`config.mk`:
```
export PLATFORM = sky130hd
export DESIGN_NAME = seq_mul_shift_add
export DESIGN_NICKNAME = d
export VERILOG_FILES = /design/src/rtl/seq_mul_shift_add.sv
export SDC_FILE = /design/constraint.sdc
export NUM_CORES = 1
export LEC_CHECK = 0
export ABC_AREA = 0
export ABC_CLOCK_PERIOD_IN_PS = 2700
export CAP_MARGIN = 20
export CORE_MARGIN = 2
export CORE_UTILIZATION = 37
export CTS_BUF_LIST = sky130_fd_sc_hd__clkbuf_16
export DETAILED_ROUTE_END_ITERATION = 7
export PLACE_DENSITY = 0.6
export SLEW_MARGIN = 20
export SYNTH_ARGS = -nofsm -noshare
export SYNTH_HDL_FRONTEND = slang
export SYNTH_SLANG_ARGS = --single-unit
```
`constraint.sdc`:
```
create_clock -name clk -period 2.7 [get_ports clk]
set_input_delay 0.27 -clock clk [delete_from_list [all_inputs] [get_ports clk]]
set_output_delay 0.27 -clock clk [all_outputs]
set_load 0.02 [all_outputs]
```
`src/rtl/seq_mul_shift_add.sv`:
```
// Purpose : iterative shift-add multiplier, STEP multiplier bits retired per clock.
// Latency : accept on edge N -> out_valid after edge N+CYCLES (fixed, no early exit).
// Backpres: product held in DONE until out_ready; in_ready low from accept until after the output handshake.
//
// Ports:
//   clk, rst_n          clock, asynchronous active-low reset
//   in_valid/in_ready   operand handshake (accepted only in IDLE)
//   in1, in2            multiplicand, multiplier (WIDTH bits)
//   out_valid/out_ready product handshake
//   product             2*WIDTH result, driven straight from the accumulator register
//   busy                high while iterating
//   is_signed           two's-complement mode select (only with MUL_SIGNED_EN defined)
//
// Optional feature macro: MUL_SIGNED_EN (signed mode: magnitudes are multiplied,
// the accumulator is negated in the final BUSY cycle when the operand signs differ).
// STEP must divide WIDTH (1, 2, 4 or 8 supported); WIDTH must be at least 2.
module seq_mul_shift_add #(
  parameter int WIDTH = 32,
  parameter int STEP  = 1
) (
  input  logic               clk,
  input  logic               rst_n,
  input  logic               in_valid,
  output logic               in_ready,
  input  logic [WIDTH-1:0]   in1,
  input  logic [WIDTH-1:0]   in2,
  output logic               out_valid,
  input  logic               out_ready,
  output logic [2*WIDTH-1:0] product,
  output logic               busy
`ifdef MUL_SIGNED_EN
  ,
  input  logic               is_signed
`endif
);

  localparam int CYCLES = WIDTH / STEP;
  localparam int CW     = $clog2(CYCLES + 1);
  localparam int PW     = 2 * WIDTH;

  typedef enum logic [1:0] {IDLE, BUSY, DONE} state_t;

  state_t          state, state_nxt;
  logic [PW-1:0]   mcand;
  logic [PW-1:0]   acc;
  logic [PW-1:0]   acc_sum;
  logic [PW-1:0]   acc_nxt;
  logic [WIDTH-1:0] mplr;
  logic [CW-1:0]   cnt;
  logic [WIDTH-1:0] op1, op2;
  logic            accept;
  logic            last;

  // ---------------- FSM ----------------
  always_ff @(posedge clk or negedge rst_n) begin
    if (!rst_n) begin
      state <= IDLE;
    end else begin
      state <= state_nxt;
    end
  end

  always_comb begin
    state_nxt = state;
    in_ready  = 1'b0;
    out_valid = 1'b0;
    busy      = 1'b0;
    accept    = 1'b0;
    last      = 1'b0;
    case (state)
      IDLE: begin
        in_ready = 1'b1;
        if (in_valid) begin
          accept    = 1'b1;
          state_nxt = BUSY;
        end
      end
      BUSY: begin
        busy = 1'b1;
        // cnt==1 marks the final update; DONE follows on the same edge
        if (cnt == CW'(1)) begin
          last      = 1'b1;
          state_nxt = DONE;
        end
      end
      DONE: begin
        out_valid = 1'b1;
        if (out_ready) begin
          state_nxt = IDLE;
        end
      end
      default: state_nxt = IDLE;
    endcase
  end

  // ---------------- operand conditioning ----------------
`ifdef MUL_SIGNED_EN
  logic neg;
  logic sign_x;
  always_comb begin
    // magnitude of the most negative value wraps to itself, which is the
    // correct unsigned magnitude (e.g. 0x80000000 -> 0x80000000)
    op1    = (is_signed && in1[WIDTH-1]) ? ((~in1) + WIDTH'(1)) : in1;
    op2    = (is_signed && in2[WIDTH-1]) ? ((~in2) + WIDTH'(1)) : in2;
    sign_x = is_signed & (in1[WIDTH-1] ^ in2[WIDTH-1]);
  end
`else
  always_comb begin
    op1 = in1;
    op2 = in2;
  end
`endif

  // ---------------- partial-product accumulate ----------------
  always_comb begin
    acc_sum = acc;
    for (int k = 0; k < STEP; k++) begin
      if (mplr[k]) begin
        acc_sum = acc_sum + (mcand << k);
      end
    end
`ifdef MUL_SIGNED_EN
    acc_nxt = (last && neg) ? ((~acc_sum) + PW'(1)) : acc_sum;
`else
    acc_nxt = acc_sum;
`endif
  end

  always_ff @(posedge clk or negedge rst_n) begin
    if (!rst_n) begin
      mcand <= '0;
      mplr  <= '0;
      acc   <= '0;
      cnt   <= '0;
`ifdef MUL_SIGNED_EN
      neg   <= 1'b0;
`endif
    end else if (accept) begin
      mcand <= {{WIDTH{1'b0}}, op1};
      mplr  <= op2;
      acc   <= '0;
      cnt   <= CW'(CYCLES);
`ifdef MUL_SIGNED_EN
      neg   <= sign_x;
`endif
    end else if (state == BUSY) begin
      acc   <= acc_nxt;
      mcand <= mcand << STEP;
      mplr  <= mplr >> STEP;
      cnt   <= cnt - CW'(1);
    end
  end

  assign product = acc;

endmodule
```
==> run summary, run 1 <==
Most frequent cell after synthesis: nand2_1
Post-synth top area share: 40.29%
Largest net degree at the start of global routing: 77
Crit Reg-Reg Startpoint: product[15]
Synth area leader: dfrtp_1
Register-to-Register Path Depth: 11
Pwr/cell area: 338.1 mW/mm2
Startpoint Class: flop
Top_reg_cell synth: dfrtp_1
Worst Path Required: 3.04 ns
Sw frac: 26.51%
Setup CP Type: reg -> reg
FFs w/ async S/R, synth: 100.0%
Inserted Clock Buffers: 17
Clk pwr share: 49.5%
Mean Syn Cell Area: 8.443 um2
Setup WS post-layout: -0.3669 ns
Initial Util: 37.56%
Critical Path End Type: flop
CP Data Arrival Time: 3.40 ns
P_sw: 0.001404 W
Post-Place Worst Slack: -0.3656 ns
Fill count: 2,551
Max-capacitance violation count: 0
Layout cells sized above 1: 28.26%
Syn-to-layout area delta: 50.06%
Starting DRT DRC Count: 595
Post-Syn Area: 0.01044 mm2
Post-synth net total: 1,370
Worst path depth: 11
Final hold viol count: 0
R2r setup slk: -0.37 ns
Area after DPL: 0.01426 mm2
Least-Margin Pin Slew: 0.6015 ns
IO buf count: 134
H-Tree Depth: 4
Total GRT Usage: 22.70%
Synth top area cells: dfrtp_1, nand2_1, ha_1
Avg WL per Cell: 16.66 um
Seq cells post-synth: 168
Tmin final: 3.067 ns
Drt pass-1 iters: 5
Area of the multi-input gates: 0.006680 mm2
Initial antenna violation count: 0
Final Max Tran Viols: 0
Clock edge transition at the registers on the reported setup and hold paths: 0.08 ns
Grt total ovfl: 0
DRC Markers: 0
WL final: 33,120 um
Die H: 171.9 um
Final period utilization: 113.6%
RSZ-0062 raised after global routing: yes
Final net count: 1,731
Dpl cells: 1,936
CP max stage delay: 0.43 ns
Internal power: 0.003891 W
CTS tree: built
Post-synth EDFFs: 0
Clk_lat worst skew: 0.46 ns
IO Pins: 135
Worst slew margin: 59.66%
Clk_skew: 0.01785 ns
Max VDD drop: 0.3703 mV
Syn Inst Count: 1,236
Combinational group share of total power: 3.0%
Synth warn: 0
DP HPWL: 23,210 um
Worst Path Buf+Inv: 0
Core Box Area: 0.02778 mm2
Critical path cell sequence: ha_4 -> a21oi_4 -> o21ai_2 -> a311o_1 -> o2111a_1 -> a211oi_2 -> nor2_2 -> a41oi_4 -> a2111oi_2 -> or3_1 -> a32o_1
Worst hold path class: in -> async
Vias: 10,430
Top Family by Delay on Critical Path: compound AO/OA/AOI/OAI gates
Flop pwr share: 47.5%
Clk buf depth: 2
# diodes: 0
Static Leakage: 7.594 nW
Failing checks: negative setup slack
Vias in the first global route: 10,260
Clock sink total: 168
Total die area: 0.02956 mm2
Die width: 171.9 um
FF/Latch Area: 0.004224 mm2
Synth cell types: 74
Setup violations, final: 24
Worst R2R End: product[58]
Seq/Total Area, Yosys: 40.29%
Commonest cells post-synth: nand2_1, dfrtp_1, o21ai_0
Root Buffer: clkbuf_16
First-pass GRT wire length: 53,340 um
Fmax: 326.1 MHz
Placement Rows: 61
Final non-filler cell total: 1,988
Critical Path Fanout Max: 4
ANT nets after route: 0
CP max-delay cell: dfrtp_2
DR vias/cell: 5.245
Gpl congestion: 0.8803
Final design area excluding fillers: 0.01566 mm2
Status: complete, but fails checks
-- cells in the final DEF, fill, tap and decap left out, drive strengths merged, types with 25 or more instances in the layout --
master / netlist / layout
o21ai: 143 / 143
a21o: 27 / 27
nand2: 305 / 305
nor2: 36 / 36
inv: 25 / 30
buf: 14 / 279
a22oi: 65 / 65
xnor2: 26 / 26
a21oi: 76 / 76
dfrtp: 168 / 168
clkdlybuf4s50: 0 / 133
xor2: 25 / 25
ha: 65 / 65
-- per-layer routing --
metal	GRT usage (%)	vias to the layer above	wire [um]
li1	-	5134	-
met1	31.07	4996	15350
met2	36.90	269	15470
met3	4.669	28	1836
met4	5.517	0	453
met5	0	-	0
-- final cells by class --
cell class,instances,area share (%)
timing repair buffer,413,22.63
clock inverter,15,1.366
inverter,26,0.6312
multi-input combinational,971,42.66
sequential,168,26.98
clock buffer,17,2.717
tap,378,3.020
-- registers in the layout, indices dropped and copies added (netlist names) --
| register | flops |
|---|---|
| mcand | 64 |
| product | 64 |
| state | 2 |
| mplr | 32 |
| cnt | 6 |
-- stage by stage --
step	utilization, %	power (W)	TNS, ns	hold slack [ns]
2_1_floorplan	-	0.002565	-0.2188	-0.02559
3_3_place_gp	51.32	0.002729	-4.596	0.2763
3_5_place_dp	51.32	0.002728	-5.676	0.2829
4_1_cts	54.90	0.005366	-3.050	0.3392
5_1_grt	56.36	0.005479	-6.465	0.3615
6_report	56.36	0.005295	-2.960	0.3499
-- worst max-delay path by stage --
stage / startpoint / to / slack (ns)
after detailed placement: mcand[9] / product[58] / -0.37
after global placement: product[0] / product[58] / -0.31
final: product[15] / product[58] / -0.37
after global routing: product[15] / product[58] / -0.44
after CTS: product[15] / product[58] / -0.36
after floorplan: product[20] / product[58] / -0.1
-- repair_timing --
| item | 4_1_cts | 5_1_grt |
|---|---|---|
| hold endpoints to repair | 49 | 0 |
| pin swaps | 28 | 44 |
| buffers inserted | 8 | 13 |
| gates resized for setup | 75 | 60 |
| hold buffers | 1 | 0 |
| endpoints found under the setup margin | 29 | 35 |
-- power by group through the flow --
stage	registers, W	clock network [W]	logic [W]
floorplan	0.00256	0	0.000000345
global placement	0.00256	0	0.000165
detailed placement	0.00256	0	0.000165
CTS	0.00251	0.00269	0.000167
global route	0.00251	0.00279	0.000178
finish	0.00251	0.00262	0.000161
-- cells by family after synthesis --
| logic type | after synthesis | synth area share [%] |
|---|---|---|
| and+or+nand+nor | 442 | 18.19 |
| muxes | 4 | 0.4077 |
| xor gates and xnor gates | 51 | 4.281 |
| DFF | 168 | 40.29 |
| AOI/OAI and AO/OA | 408 | 25.16 |
| adders and majority gates | 66 | 7.986 |
| buffers and inverters | 97 | 3.693 |
Power figures use the tool's default switching activity.
==> inputs of run 2 (changes only) <==
Settings changed: CORE_MARGIN 2 to 10.
==> run 2 against run 1 <==
The run still ends with negative setup slack left. Sequential share of layout area barely moved. First-iteration DRC count grew 24%. Die area rose by 19%. Flip-flop and latch count is the same. Wire length increased by 2.7%. Maximum frequency grew 2.1%. Design area rose by 0.14%.
==> run summary, run 2 (synthesized netlist as in run 1, its figures left out) <==
Total die area: 0.03532 mm2
Setup WS post-layout: -0.3041 ns
Final hold viol count: 0
Setup violations, final: 24
CTS tree: built
Final non-filler cell total: 2,009
IO buf count: 134
Post-Place Worst Slack: -0.4151 ns
Layout cells sized above 1: 28.08%
Sw frac: 24.78%
Failing checks: negative setup slack
Vias: 10,470
Dpl cells: 1,955
Total GRT Usage: 18.86%
Final period utilization: 111.3%
Commonest non-fill, non-tap cell in the layout: nand2_1
Placement Rows: 61
Initial Util: 37.56%
Avg WL per Cell: 16.94 um
Tmin final: 3.004 ns
Setup CP Type: reg -> reg
DR vias/cell: 5.211
Clk pwr share: 48.9%
Worst slew margin: 35.60%
IO Pins: 135
Commonest cells after routing, fill and taps aside: nand2_1, buf_4, dfrtp_1, clkdlybuf4s50_1, o21ai_0
Clock sink total: 168
Die H: 187.9 um
ANT nets after route: 0
# diodes: 0
Combinational group share of total power: 3.1%
Status: complete, but fails checks
Final net count: 1,752
Clk_lat worst skew: 0.45 ns
Critical Path End Type: flop
DRC Markers: 0
Top routing layer used: met4
Setup TNS: -3.382 ns
Wire length on met2: 15,730 um
Fmax: 332.9 MHz
Pwr/cell area: 333.9 mW/mm2
Critical Path Fanout Max: 4
H-Tree Depth: 4
Largest net degree at the start of global routing: 75
RSZ-0062 raised after global routing: yes
Worst hold path class: in -> reg
Met3 wire len: 1622 um
Clock edge transition at the registers on the reported setup and hold paths: 0.08 ns
Grt total ovfl: 0
Die width: 187.9 um
Syn-to-layout area delta: 50.26%
Final Max Tran Viols: 0
Clk buf depth: 2
Initial antenna violation count: 0
Starting DRT DRC Count: 740
Max-capacitance violation count: 0
DRT met1 WL: 16,290 um
Max VDD drop: 0.4092 mV
WL final: 34,030 um
Gpl congestion: 0.9171
DP HPWL: 25,100 um
Core Box Area: 0.02778 mm2
Worst Path Required: 3.04 ns
Static Leakage: 7.671 nW
P_sw: 0.001297 W
CP Data Arrival Time: 3.34 ns
Flop pwr share: 48.0%
Internal power: 0.003939 W
Inserted Clock Buffers: 17
Root Buffer: clkbuf_16
Drt pass-1 iters: 5
Least-Margin Pin Slew: 0.9637 ns
Vias in the first global route: 10,550
First-pass GRT wire length: 55,540 um
Clk_skew: 0.01771 ns
Fill count: 2,518
Startpoint Class: flop
==> run 2: power by group through the flow <==
| stage | Combinational [W] | Sequential (W) | Clock [W] |
|---|---|---|---|
| after floorplan | 0.000000345 | 0.00256 | 0 |
| after CTS | 0.000170 | 0.00251 | 0.00260 |
| after global placement | 0.000167 | 0.00256 | 0 |
| after global routing | 0.000180 | 0.00251 | 0.00270 |
| after detailed placement | 0.000167 | 0.00256 | 0 |
| final | 0.000164 | 0.00251 | 0.00256 |
==> run 2: through the flow <==
stage / utilization, % / power [W] / instance area (um2) / hold WS [ns]
floorplan: - / 0.002565 / 10750 / -0.02559
global placement: 51.72 / 0.002731 / 14370 / 0.3704
detailed placement: 51.79 / 0.002731 / 14390 / 0.3744
CTS: 55.31 / 0.005281 / 15370 / 0.3388
global route: 56.44 / 0.005396 / 15680 / 0.3584
finish: 56.44 / 0.005236 / 15680 / 0.3483
==> run 2: repair_timing <==
item | 4_1_cts | 5_1_grt
resized for setup | 65 | 58
hold endpoints to repair | 70 | 0
hold buffers | 1 | 0
setup buffers | 12 | 15
gates cloned | 0 | 0
pin swaps | 27 | 31
setup endpoints to repair | 29 | 36
==> run 2: final timing paths <==
| check | end | depth (start not counted) | slack [ns] | startpoint |
|---|---|---|---|---|
| worst min register to register | mplr[10] | 2 | 0.48 | mplr[10] |
| worst max register to register | product[58] | 11 | -0.30 | product[20] |
| worst max-delay path | product[58] | 11 | -0.30 | product[20] |
| worst min-delay path | mplr[31] | 3 | 0.35 | in2[31] |
| min in group asynchronous | state[0] | 2 | 0.43 | rst_n |
| max in group asynchronous | mplr[28] | 3 | 1.48 | rst_n |
==> run 2: cell type report <==
type,instances,area [um2],share of cell area (%)
Multi-Input combinational cell,971,6614,42.18
Sequential cell,168,4223,26.93
Timing Repair Buffer,434,3665,23.37
Tap cell,378,473.0,3.016
Clock buffer,17,425.4,2.713
Clock inverter,15,181.4,1.157
Inverter,26,98.84,0.6304
==> run 2: layer usage <==
metal  vias up  track usage [%]
met3        25            4.620
li1       5181                -
met5         -                0
met4         0            4.000
met2       210            30.19
met1      5052            25.22
==> run 2: critical path, cell delays in order, from the launching register on <==
cell and delay [ns]:
dfrtp_2 0.42, ha_4 0.27, a21oi_4 0.15, a21boi_1 0.07, a311o_1 0.37, o2111a_1 0.29, a211oi_2 0.33, nor2_2 0.09
a41oi_4 0.22, a2111oi_2 0.11, or3_1 0.33, a32o_1 0.25
